### config.mk
export PLATFORM = sky130hd
export DESIGN_NAME = scc_mem_arbiter
export DESIGN_NICKNAME = d
export VERILOG_FILES = /design/src/rtl/scc_mem_pkg.sv /design/src/rtl/scc_rr_arb2.sv /design/src/rtl/scc_mem_arbiter.sv
export SDC_FILE = /design/constraint.sdc
export NUM_CORES = 1
export LEC_CHECK = 0
export ABC_CLOCK_PERIOD_IN_PS = 4830
export BUFFER_PORTS_ARGS = -buffer_cell sky130_fd_sc_hd__buf_2
export CAP_MARGIN = 20
export CORE_ASPECT_RATIO = 1.5
export CORE_MARGIN = 2
export CORE_UTILIZATION = 47
export DETAILED_ROUTE_END_ITERATION = 8
export PLACE_DENSITY = 0.8
export SLEW_MARGIN = 40
export SYNTH_ARGS = -nofsm -noshare
export SYNTH_HDL_FRONTEND = slang
export SYNTH_HIERARCHICAL = 1
export SYNTH_SLANG_ARGS = --single-unit
### constraint.sdc
create_clock -name clk -period 4.83 [get_ports clk]
set_input_delay 0.2415 -clock clk [delete_from_list [all_inputs] [get_ports clk]]
set_output_delay 0.2415 -clock clk [all_outputs]
set_load 0.005 [all_outputs]
### src/rtl/scc_mem_pkg.sv
// Shared encodings for the SCC memory arbiter.
// Holds FSM state, request source and counter width.
package scc_mem_pkg;

    typedef enum logic [1:0] {
        ST_IDLE   = 2'd0,
        ST_ACCESS = 2'd1,
        ST_DONE   = 2'd2
    } state_e;

    typedef enum logic {
        SRC_INST = 1'b0,
        SRC_DATA = 1'b1
    } src_e;

    localparam int CNT_W = 4;

endpackage

### src/rtl/scc_rr_arb2.sv
// Two-way round-robin grant, purely combinational.
// Ports: req_inst_i, req_data_i, last_i (last served source)
//        -> gnt_o one-hot {data, inst}.
module scc_rr_arb2
    import scc_mem_pkg::*;
(
    input  logic       req_inst_i,
    input  logic       req_data_i,
    input  src_e       last_i,
    output logic [1:0] gnt_o
);

    always_comb begin
        gnt_o = 2'b00;
        if (req_inst_i && req_data_i) begin
            // tie: serve whichever side was not served last
            gnt_o = (last_i == SRC_DATA) ? 2'b01 : 2'b10;
        end else begin
            gnt_o = {req_data_i, req_inst_i};
        end
    end

endmodule

### src/rtl/scc_mem_arbiter.sv
// Merges SCC fetch and data ports onto one fixed-latency sync memory.
// Ports: clk/reset; fetch in_mem_*; data data_*; memory mem_*.
module scc_mem_arbiter
    import scc_mem_pkg::*;
#(
    parameter int ADDR_W      = 32,
    parameter int DATA_W      = 32,
    parameter int WAIT_CYCLES = 1
) (
    input  logic              clk,
    input  logic              reset,
    input  logic [ADDR_W-1:0] in_mem_addr,
    input  logic              in_mem_en,
    output logic [DATA_W-1:0] in_mem,
    output logic              in_mem_valid,
    input  logic [ADDR_W-1:0] data_addr,
    input  logic [DATA_W-1:0] data_out,
    input  logic              data_read,
    input  logic              data_write,
    output logic [DATA_W-1:0] data_in,
    output logic              data_valid,
    output logic [ADDR_W-1:0] mem_addr,
    output logic [DATA_W-1:0] mem_wdata,
    output logic              mem_re,
    output logic              mem_we,
    input  logic [DATA_W-1:0] mem_rdata
);

    if (WAIT_CYCLES < 1 || WAIT_CYCLES > 15) begin : g_bad_wait
        $error("scc_mem_arbiter: WAIT_CYCLES must be 1..15");
    end

    localparam logic [CNT_W-1:0] CNT_INIT = CNT_W'(WAIT_CYCLES - 1);

    state_e            state_q, state_d;
    logic [CNT_W-1:0]  cnt_q, cnt_d;
    logic [ADDR_W-1:0] addr_q, addr_d;
    logic [DATA_W-1:0] wdata_q, wdata_d;
    logic              wr_q, wr_d;
    src_e              src_q, src_d;
    src_e              last_q, last_d;
    logic              first_q, first_d;
    logic [DATA_W-1:0] in_mem_q, in_mem_d;
    logic [DATA_W-1:0] data_in_q, data_in_d;

    logic       req_data;
    src_e       arb_last;
    logic [1:0] gnt;

    assign req_data = data_read | data_write;

    // Until the first completion, present INST as last so the
    // opening tie goes to data.
    assign arb_last = first_q ? SRC_INST : last_q;

    scc_rr_arb2 u_arb (
        .req_inst_i (in_mem_en),
        .req_data_i (req_data),
        .last_i     (arb_last),
        .gnt_o      (gnt)
    );

    always_ff @(posedge clk or posedge reset) begin
        if (reset) begin
            state_q   <= ST_IDLE;
            cnt_q     <= '0;
            addr_q    <= '0;
            wdata_q   <= '0;
            wr_q      <= 1'b0;
            src_q     <= SRC_INST;
            last_q    <= SRC_DATA;
            first_q   <= 1'b1;
            in_mem_q  <= '0;
            data_in_q <= '0;
        end else begin
            state_q   <= state_d;
            cnt_q     <= cnt_d;
            addr_q    <= addr_d;
            wdata_q   <= wdata_d;
            wr_q      <= wr_d;
            src_q     <= src_d;
            last_q    <= last_d;
            first_q   <= first_d;
            in_mem_q  <= in_mem_d;
            data_in_q <= data_in_d;
        end
    end

    always_comb begin
        state_d   = state_q;
        cnt_d     = cnt_q;
        addr_d    = addr_q;
        wdata_d   = wdata_q;
        wr_d      = wr_q;
        src_d     = src_q;
        last_d    = last_q;
        first_d   = first_q;
        in_mem_d  = in_mem_q;
        data_in_d = data_in_q;
        unique case (state_q)
            ST_IDLE: begin
                if (gnt != 2'b00) begin
                    state_d = ST_ACCESS;
                    cnt_d   = CNT_INIT;
                    if (gnt[1]) begin
                        src_d   = SRC_DATA;
                        addr_d  = data_addr;
                        wdata_d = data_out;
                        // read+write together is a write
                        wr_d    = data_write;
                    end else begin
                        src_d   = SRC_INST;
                        addr_d  = in_mem_addr;
                        wr_d    = 1'b0;
                    end
                end
            end
            ST_ACCESS: begin
                if (cnt_q == '0) begin
                    state_d = ST_DONE;
                    if (!wr_q) begin
                        if (src_q == SRC_DATA) begin
                            data_in_d = mem_rdata;
                        end else begin
                            in_mem_d = mem_rdata;
                        end
                    end
                end else begin
                    cnt_d = cnt_q - 1'b1;
                end
            end
            ST_DONE: begin
                state_d = ST_IDLE;
                last_d  = src_q;
                first_d = 1'b0;
            end
            default: begin
                state_d = ST_IDLE;
            end
        endcase
    end

    // Strobes and valids decode straight from state so an async
    // reset drops them in the same cycle.
    assign mem_addr     = addr_q;
    assign mem_wdata    = wdata_q;
    assign mem_re       = (state_q == ST_ACCESS) && !wr_q;
    assign mem_we       = (state_q == ST_ACCESS) && wr_q;
    assign in_mem_valid = (state_q == ST_DONE) && (src_q == SRC_INST);
    assign data_valid   = (state_q == ST_DONE) && (src_q == SRC_DATA);
    assign in_mem       = in_mem_q;
    assign data_in      = data_in_q;

endmodule

==> results.py <==
metrics = {
    "run_status": {
        "outcome": "finished clean",
    },
    "routing": {
        "avgRoutedWirePerCell_um": 17.0,
        "drc_errors": 0,
        "drt_wl_total_mm": 14.2,
        "via_per_inst": 5.11,
        "num_vias": 4265,
        "dr.pass1.iters": 4,
        "drt_first_iter_violations": 90,
        "ant_nets": 0,
    },
    "layout": {
        "finalNonFillerCells": 835,
        "seqCellArea_um2": 3460,
        "fillers": 960,
        "num_antenna_cells": 0,
        "mostFrequentLayoutCells": "buf_2 (264), dfrtp_1 (136), o21ai_0 (67), mux2_4 (60)",
        "area_delta_synth_final_pct": 33.7,
        "drive_gt1_frac": 0.589,
        "multi_input_comb_area_um2": 2260,
        "fin_nets": 803,
        "final_common_cell": "buf_2",
        "final_area_um2": 7920,
    },
    "global_route": {
        "first_global_vias": 4444,
        "antenna_found_initial": 0,
        "track_usage": 0.210,
        "overflow": 0,
        "grt_pass1_wl_mm": 22.0,
        "grt_max_degree": 88,
    },
    "sta": {
        "whs_ps": 62.0,
        "relSlewSlack": 0.514,
        "finalSetupTns_ps": 0,
        "setup_viol": 0,
        "min_period_ps": 2740,
        "drv_slew": 0,
        "fin_skew_ps": 7.91,
        "finalHoldViolations": 0,
        "rsz0062_at_grt": "false",
        "fin_crit_sh": 0.568,
        "max_freq_mhz": 365,
        "tightest_slew_ps": 727,
    },
    "setup_path": {
        "cp_data_arrival_time_ps": 3030,
        "critPathLaunchType": "flop",
        "crit_buf_inv": 2,
        "cp_common_cell": "buf_4",
        "cp.required_ps": 5120,
        "worstPathCellList": "nor2b_1 > a21boi_4 > buf_4 > and2_1 > buf_4 > mux2_2",
        "critical_path.max_fanout": 33,
        "slowest_delay_ps": 550,
        "cpLargestDelayFamily": "buffers and inverters",
        "cp-end-kind": "flop",
        "crit_type": "flop to flop",
        "critPathSlowestCell": "a21boi_4",
    },
    "place": {
        "dpl_cell_area_um2": 7290,
        "dp_cells": 804,
        "place_hpwl_mm": 10.1,
        "portBuffers": 264,
        "place.gp.congestion": 0.750,
    },
    "power": {
        "vdd_ir_drop_max_v": 0.000411,
        "p_clk_frac": 0.251,
        "switching_share": 0.308,
        "p_int_mw": 3.79,
        "p_leak_nw": 4.15,
        "finalPower_mw": 5.48,
        "p_sw_mw": 1.69,
        "comb_power_share": 0.374,
        "power_frac_seq": 0.375,
        "pwr_density_cell_nw_per_um2": 691,
    },
    "synth": {
        "postSynthAreaPerCell_um2": 14.6,
        "synth-seq-cells": 138,
        "netlist_area_um2": 5930,
        "yosysUniqueCellTypes": 33,
        "yosysSeqAreaShare": 0.583,
        "syn_nets": 542,
        "synthCells": 407,
        "synth-warning-count": 6,
        "async_flop_share": 1.00,
        "synth_flop_cell": "dfrtp_1",
        "synth_edf_count": 0,
    },
    "die": {
        "rows": 50,
        "start_util": 0.478,
        "die_y_um": 142,
        "die_area_um2": 13500,
        "die-width_um": 95.7,
        "io_pins": 265,
        "core_area_um2": 12400,
    },
    "clock_tree": {
        "ctsHtreeMaxLevel": 4,
        "numClockSinks": 138,
        "path_clk_slew_ps": 60,
        "cts.repair.resized": 0,
        "worst_skew_pair.late_latency_ps": 410,
        "postCtsSetupBuffers": 0,
        "clk_path_buf_depth": 2,
        "numCtsBuffers": 17,
        "tritoncts": "done",
        "cts-root-buf": "clkbuf_16",
    },
    "flow_run": {
        "cap_violations": 0,
    },
    "min_path": {
        "worstHoldPathType": "input port to flop",
    },
}
sequential cells by signal (all words and copies together), names as in the netlist:
signal and cells:
data_in 32, in_mem 32, mem_addr 32, mem_wdata 32, cnt_q 4, state_q 2
first_q 1, last_q 1, src_q 1, wr_q 1
stage by stage:
stage          setup slack, ps  utilization
4_1_cts                   2080        0.639
3_3_place_gp              2210        0.588
2_1_floorplan              896            -
5_1_grt                   1950        0.640
6_report                  2090        0.640
3_5_place_dp              2090        0.588
final cells by class:
cell class / instances / share of cell area
multi-input combinational: 236 / 0.285
inverter: 6 / 0.00379
timing repair buffer: 269 / 0.172
clock inverter: 11 / 0.0216
sequential: 138 / 0.436
clock buffer: 19 / 0.0572
tap: 156 / 0.0246
per-layer routing:
layer	wire length, um	GRT usage
met3	865	0.0446
met2	7610	0.365
met1	5390	0.245
met5	0	0
met4	334	0.0955
cells by family (layout without fill, tap and decap cells):
logic type	count (synthesis)	in the layout	share of synthesized area
compound gates	78	78	0.0703
fa+ha+maj	2	2	0.00422
buf+inv	33	305	0.0399
flops	138	138	0.583
mux	128	128	0.274
simple gates	28	28	0.0279
synth_stat cells, types with 2 or more instances:
cell type	count	share of area
a21boi_0	2	0.0025
mux2i_1	32	0.054
and2_1	3	0.0032
mux2_4	60	0.15
buf_1	5	0.0032
mux2_1	4	0.0076
dfstp_2	2	0.0089
clkbuf_1	14	0.0089
nor2b_1	3	0.0032
buf_12	6	0.020
nand2_1	2	0.0013
a21o_1	2	0.0025
or2_2	2	0.0021
o21ai_0	68	0.057
nand2b_1	2	0.0021
or4_4	2	0.0038
nor3_1	2	0.0017
nor2_1	7	0.0044
nand3_1	2	0.0017
inv_1	6	0.0038
buf_6	2	0.0038
ha_1	2	0.0042
mux2_2	32	0.061
dfrtp_1	136	0.57
power by group through the flow:
stage	Clock [mW]	Combinational, mW	Sequential, mW
finish	1.37	2.05	2.06
global route	1.44	2.24	2.13
CTS	1.39	2.08	2.06
detailed placement	0	2.06	2.06
global placement	0	1.98	2.02
floorplan	0	1.22	2.08
repair_timing:
action,CTS,global route
hold endpoints to repair,0,84
hold buffers,0,1
endpoints found under the setup margin,0,0
worst paths after layout:
check,from,slack (ps),to,depth (start not counted)
worst max-delay path,first_q$_DFFE_PP1N_,2090,mem_wdata[20]$_DFFE_PP0P_,6
worst min-delay path,data_out[16],60,mem_wdata[16]$_DFFE_PP0P_,2
worst max register to register,first_q$_DFFE_PP1N_,2090,mem_wdata[20]$_DFFE_PP0P_,6
worst min register to register,data_in[19]$_DFFE_PP0P_,490,data_in[19]$_DFFE_PP0P_,1
max in group asynchronous,reset,3250,mem_wdata[24]$_DFFE_PP0P_,4
min in group asynchronous,reset,440,in_mem[9]$_DFFE_PP0P_,3
worst register-to-register path: cells and delay by family, from the launching register on:
| kind | cells | cell delay, ps |
|---|---|---|
| multiplexers | 1 | 410 |
| flip-flops | 1 | 520 |
| AO/OA/AOI/OAI | 1 | 550 |
| AND/OR/NAND/NOR | 2 | 290 |
| buffers and inverters | 2 | 850 |
Power figures use the tool's default switching activity.
